## src/rtl/seven_seg_capture_pkg.sv

```systemverilog
// Shared constants and types for the seven-segment bus capture block:
// glyph table (inverse of the hex-to-segment converter), digit select and pairing states.
package seven_seg_capture_pkg;

  localparam logic       SEL_LSB       = 1'b1;
  localparam logic [6:0] BLANK_PATTERN = 7'b0000000;

  // Active-high segment patterns {g,f,e,d,c,b,a}, indexed by nibble value.
  localparam logic [15:0][6:0] GLYPH = {
    7'b1110001,  // F
    7'b1111001,  // E
    7'b1011110,  // D
    7'b0111001,  // C
    7'b1111100,  // B
    7'b1110111,  // A
    7'b1101111,  // 9
    7'b1111111,  // 8
    7'b0000111,  // 7
    7'b1111101,  // 6
    7'b1101101,  // 5
    7'b1100110,  // 4
    7'b1001111,  // 3
    7'b1011011,  // 2
    7'b0000110,  // 1
    7'b0111111   // 0
  };

  typedef enum logic [1:0] {
    WAIT_ANY,
    GOT_LSB,
    GOT_MSB
  } pair_state_e;

endpackage

```

## src/rtl/seven_seg_capture_decode.sv

```systemverilog
// Combinational segment-pattern to nibble decoder; flags blank and illegal patterns.
module seven_seg_decode
  import seven_seg_capture_pkg::*;
(
  input  logic [6:0] pattern,
  output logic [3:0] nibble,
  output logic       legal,
  output logic       blank
);

  // NOTE: every output of an always_comb gets a default first, so no path infers a latch.
  always_comb begin
    nibble = 4'h0;
    legal  = 1'b0;
    for (int i = 0; i < 16; i++) begin
      if (pattern == GLYPH[i]) begin
        nibble = 4'(i);
        legal  = 1'b1;
      end
    end
  end

  assign blank = (pattern == BLANK_PATTERN);

endmodule

```

## src/rtl/seven_seg_capture.sv

```systemverilog
// Receive side of the multiplexed seven-segment bus: synchronise, debounce each phase,
// decode the glyph and pair one LSB and one MSB digit into an 8-bit value.
module seven_seg_capture
  import seven_seg_capture_pkg::*;
#(
  parameter int STABLE_CYCLES = 16
) (
  input  logic       CLK,
  input  logic       RST,
  input  logic [7:0] seg_in,
  output logic [7:0] value,
  output logic       valid,
  output logic       err
);

  localparam int            CW      = $clog2(STABLE_CYCLES);
  localparam logic [CW-1:0] CNT_MAX = CW'(STABLE_CYCLES - 1);

  logic [7:0]    sync1, s, s_prev, acc_seg;
  logic [CW-1:0] stab_cnt, stab_cnt_d;
  logic          acc, acc_d;

  always_comb begin
    stab_cnt_d = stab_cnt;
    if (s != s_prev)
      stab_cnt_d = '0;
    else if (stab_cnt != CNT_MAX)
      stab_cnt_d = stab_cnt + 1'b1;
  end

  // Fires only on the transition into saturation: one accept per stable period.
  assign acc_d = (stab_cnt != CNT_MAX) && (stab_cnt_d == CNT_MAX);

  // NOTE: sequential state uses non-blocking assignments so every flop samples pre-edge values.
  always_ff @(posedge CLK) begin
    if (RST) begin
      sync1    <= 8'hFF;
      s        <= 8'hFF;
      s_prev   <= 8'hFF;
      stab_cnt <= '0;
      acc      <= 1'b0;
      acc_seg  <= 8'hFF;
    end else begin
      sync1    <= seg_in;
      s        <= sync1;
      s_prev   <= s;
      stab_cnt <= stab_cnt_d;
      acc      <= acc_d;
      acc_seg  <= s;
    end
  end

  logic [6:0] acc_pattern;
  logic [3:0] nibble;
  logic       legal, blank, sel;

  assign acc_pattern = ~acc_seg[6:0];
  assign sel         = acc_seg[7];

  seven_seg_decode u_decode (
    .pattern(acc_pattern),
    .nibble (nibble),
    .legal  (legal),
    .blank  (blank)
  );

  pair_state_e state, state_d;
  logic [3:0]  lsb_hold, msb_hold;
  logic [7:0]  value_d;
  logic        valid_d, err_d, load_lsb, load_msb, clear_holds, take;

  // Blank patterns are accepted by the filter but never disturb the pairing.
  assign take = acc && !blank;

  always_ff @(posedge CLK) begin
    if (RST) state <= WAIT_ANY;
    else     state <= state_d;
  end

  always_comb begin
    state_d = state;
    if (take) begin
      if (!legal) begin
        state_d = WAIT_ANY;
      end else begin
        case (state)
          WAIT_ANY: state_d = (sel == SEL_LSB) ? GOT_LSB  : GOT_MSB;
          GOT_LSB:  state_d = (sel == SEL_LSB) ? GOT_LSB  : WAIT_ANY;
          GOT_MSB:  state_d = (sel == SEL_LSB) ? WAIT_ANY : GOT_MSB;
          default:  state_d = WAIT_ANY;
        endcase
      end
    end
  end

  always_comb begin
    valid_d     = 1'b0;
    err_d       = 1'b0;
    load_lsb    = 1'b0;
    load_msb    = 1'b0;
    clear_holds = 1'b0;
    value_d     = value;
    if (take) begin
      if (!legal) begin
        err_d       = 1'b1;
        clear_holds = 1'b1;
      end else if (sel == SEL_LSB) begin
        load_lsb = 1'b1;
        if (state == GOT_MSB) begin
          valid_d = 1'b1;
          value_d = {msb_hold, nibble};
        end
      end else begin
        load_msb = 1'b1;
        if (state == GOT_LSB) begin
          valid_d = 1'b1;
          value_d = {nibble, lsb_hold};
        end
      end
    end
  end

  always_ff @(posedge CLK) begin
    if (RST) begin
      value    <= 8'h00;
      valid    <= 1'b0;
      err      <= 1'b0;
      lsb_hold <= 4'h0;
      msb_hold <= 4'h0;
    end else begin
      value <= value_d;
      valid <= valid_d;
      err   <= err_d;
      if (clear_holds) begin
        lsb_hold <= 4'h0;
        msb_hold <= 4'h0;
      end else begin
        if (load_lsb) lsb_hold <= nibble;
        if (load_msb) msb_hold <= nibble;
      end
    end
  end

endmodule

```

## config.mk

```make
export PLATFORM = sky130hd
export DESIGN_NAME = seven_seg_capture
export DESIGN_NICKNAME = d
export VERILOG_FILES = /design/src/rtl/seven_seg_capture_pkg.sv /design/src/rtl/seven_seg_capture_decode.sv /design/src/rtl/seven_seg_capture.sv
export SDC_FILE = /design/constraint.sdc
export NUM_CORES = 1
export LEC_CHECK = 0
export BUFFER_PORTS_ARGS = -buffer_cell sky130_fd_sc_hd__buf_4
export CAP_MARGIN = 20
export CORE_ASPECT_RATIO = 0.5
export CORE_MARGIN = 2
export CORE_UTILIZATION = 40
export CTS_BUF_LIST = sky130_fd_sc_hd__clkbuf_16
export CTS_CLUSTER_SIZE = 40
export DETAILED_ROUTE_END_ITERATION = 10
export GPL_TIMING_DRIVEN = 0
export HOLD_SLACK_MARGIN = 0.02
export PLACE_DENSITY = 0.67
export SLEW_MARGIN = 10
export SYNTH_ARGS = -nofsm -noshare
export SYNTH_HDL_FRONTEND = slang
export SYNTH_SLANG_ARGS = --single-unit
```

## constraint.sdc

```tcl
create_clock -name CLK -period 1.75 [get_ports CLK]
set_clock_uncertainty 0.15 [all_clocks]
set_input_delay 0.4375 -clock CLK [delete_from_list [all_inputs] [get_ports CLK]]
set_output_delay 0.4375 -clock CLK [all_outputs]
set_load 0.1 [all_outputs]
```

==> metrics <==
number of buffers added on ports 18; initial standard-cell utilization of the core a little over two fifths; Routability Congestion around 0.87; Layout Utilization between 50% and 60%; WL per Instance ~16 microns; cell family with most CP delay simple AND/OR/NAND/NOR gates; CP Capture Type flop; area after detailed placement between 2000 and 3000 sq um; FF-to-FF path depth 8; combined area of all synthesized cells between 2000 and 2500 sq um; Inserted Diodes 0; clock sinks 49; type of origin of the critical path flop; number of buffers and inverters on the critical path 3; total power around 2.3 mW; end of the worst register-to-register path value[4]; clock slew seen by the registers of the worst setup and hold paths 0.06 ns; failing checks negative setup slack; count of distinct cell types in the synthesized netlist 44; Rel. slew slack around 66%; via count 2067; master cell of the clock root buffer clkbuf_16; origin of the worst setup path acc_seg[0]; longest individual stage delay on the worst path around 0.35 ns; data arrival at the endpoint of the critical path 2.03 ns; cell at the slowest stage of the critical path nor4_1; pin count of the biggest net entering global routing 16; clock tree from TritonCTS built; total overflow reported by the global router 0; critical path class flop to flop; number of slew-limit violations in the final report 0; DRT Pass-1 Iters 4; final setup vio count 22; Setup WS post-layout -0.2599 ns; register area 992.2 sq um; worst slew pin tran about 0.52 ns; number of buffers added by the clock tree synthesis step 5; average via count per standard cell roughly 5.5; clock period minus final worst setup slack between 2 and 2.5 ns; area of the core 5515 sq um; clock latency reported for the late side of the worst-skew pair 0.29 ns; number of antenna violations at the first check in global routing 0; fraction of final layout cells with drive strength greater than 1 41.50%; power per standard cell area ~700 nW/um^2; average cell area after synthesis 9.189 sq um; path type of the worst min-delay path primary input to flop; Site Rows 19; dominant cell type by count on the critical path buf_6; overall fraction of global-route tracks in use about 17%; H-Tree Depth 2; CTS Buffer Depth 2; Horiz. Die Dim ~110 microns; post-detailed-route DRC marker count 0; Yosys warnings 0; global-route wire length before repair ~8900 microns; DRT Wirelength 5969 microns; number of routed nets with antenna violations 0; WP data required approximately 1.8 ns; die outline area 6402 sq um; register bit total from synthesis 49; RSZ-0062 raised after global routing yes; startpoint of the most critical hold path seg_in[1]; count of routing violations after the opening detailed-route iteration about 150; vertical die dimension between 50 and 60 microns; final cell area excluding filler cells 3268 sq um; share of the yosys chip area belonging to registers a little over two fifths; Fillers ~440; portion of the clock cycle consumed by the worst path in the final layout 114.9%; HPWL Detailed roughly 3400 microns; Net Count, Synth about 260; cells after synthesis 250; outcome complete, but fails checks; worst-path cell chain buf_6 > buf_4 > nor4_1 > nand2_1 > o311ai_4 > o211ai_2 > buf_6 > mux2i_1; max-cap violations 0; Hold Path Cell Cnt 2; area occupied by multi-input gates 1433 sq um; num ports 20; number of global-route vias before repair ~1.9k; number of buffers inserted for hold repair after clock tree synthesis 0; RR Startpoint acc_seg[0]; Static Leakage between 1 and 1.5 nW; layout-stage area growth over the synthesis result 42.27%; terminating pin of the worst hold path sync1[1]; net count of the finished layout ~320; worst IR drop on VDD between 0.3 and 0.4 mV; maximum fanout along the worst path 6; Achievable Freq 497.5 MHz; final hold violation count 0; Worst R2R Setup Slack -0.26 ns
## cell usage after synthesis (all sizes together)
library cell	n	area [sq um]
dfxtp	49	980.9
nor2	20	75.07
and2b	1	7.510
o21ai	13	68.82
mux2i	9	90.09
nand3b	2	15.01
or2b	1	7.510
and3b	1	8.760
o211ai	6	55.05
nand3	6	30.03
o21a	1	7.510
xnor2	10	87.58
inv	8	30.03
nor3b	3	27.52
o31ai	1	7.510
nor4	3	18.77
nor4b	2	17.52
a31oi	5	31.28
xor2	3	26.28
buf	10	80.07
nand2	7	26.28
and3	1	6.260
and4bb	1	16.27
ha	1	12.51
nand4	3	18.77
or2	24	150.1
a211oi	9	67.56
clkbuf	9	33.78
a32oi	4	50.05
nor2b	3	18.77
nand2b	8	50.05
o41ai	2	32.53
a21oi	15	75.07
and4b	1	10.01
o311ai	1	16.27
nor3	7	40.04
## cells by family (layout without fill, tap and decap cells)
kind of cell | count (synthesis) | in the layout | synth area share, %
AO/OA/AOI/OAI | 57 | 57 | 17.92
XOR/XNOR | 13 | 13 | 4.956
adder cells (fa/ha/maj) | 1 | 1 | 0.5446
buffers and inverters | 27 | 83 | 6.263
flip-flops | 49 | 49 | 42.70
multiplexers | 9 | 9 | 3.922
AND/OR/NAND/NOR | 94 | 94 | 23.69
## sequential cells by signal, indices dropped and copies added (netlist names)
name and cells:
acc 1, acc_seg 8, err 1, lsb_hold 4, msb_hold 4, s 8, stab_cnt 4, state 2
sync1 8, valid 1, value 8
## metrics by stage
| step | instances | TNS [ns] | hold WS, ns | setup WS (ns) |
|---|---|---|---|---|
| global placement | 341 | -3.292 | 0.2436 | -0.2033 |
| detailed placement | 341 | -4.089 | 0.2428 | -0.2637 |
| finish | 379 | -4.100 | 0.1770 | -0.2599 |
| global route | 379 | -5.545 | 0.1782 | -0.3225 |
| floorplan | 250 | 0 | 0.2395 | 0.001824 |
| CTS | 371 | -2.219 | 0.1734 | -0.1698 |
## where the power goes
| group | switching, mW | internal (mW) | leakage [nW] |
|---|---|---|---|
| combinational | 0.0904 | 0.100 | 0.852 |
| clock | 0.417 | 0.524 | 0.0672 |
| sequential | 0.0193 | 1.14 | 0.398 |
## worst max-delay path by stage
stage | endpoint | slack (ns) | depth (start not counted)
CTS | value[1] | -0.17 | 7
finish | value[4] | -0.26 | 8
global route | lsb_hold[2] | -0.32 | 8
detailed placement | lsb_hold[2] | -0.26 | 6
floorplan | value[0] | 0.002 | 6
global placement | lsb_hold[3] | -0.20 | 6
## metal layers
| metal | GRT usage (%) | wire, microns |
|---|---|---|
| met1 | 21.74 | 2650 |
| met5 | 0 | 0 |
| met3 | 4.251 | 347 |
| met2 | 29.44 | 2769 |
| met4 | 7.407 | 202 |
## timing repair
action / in CTS / in global routing
setup buffers: 20 / 7
hold endpoints to repair: 0 / 0
cloned: 2 / 1
pin swaps: 14 / 14
endpoints found under the setup margin: 23 / 25
gates resized for setup: 33 / 24
## area by class of cell
cell class              count  area share, %
repair buffers             48          12.56
flip-flops and latches     49          30.36
clock inverters             3         0.5743
clock buffers               5          3.828
plain buffers              19          5.130
well taps                  73          2.795
multi-input cells         174          43.84
inverters                   8         0.9188
## worst register-to-register path, delay by kind of cell (launching register included)
kind	cells	cell delay [ns]
compound gates	2	0.34
simple gates	2	0.54
buf+inv	3	0.44
mux	1	0.11
flops	1	0.31
## layout by cell type, fill, tap and decap left out, types with 7 or more instances in the layout
master and count:
or2_2 24, nor2_1 19, buf_6 9, buf_4 41, dfxtp_1 44, nand2_1 7, nand2b_1 8, clkbuf_1 9
mux2i_1 9, a21oi_1 15, inv_1 9, o21ai_0 10
Note: power is estimated with default switching activity, not from simulation.
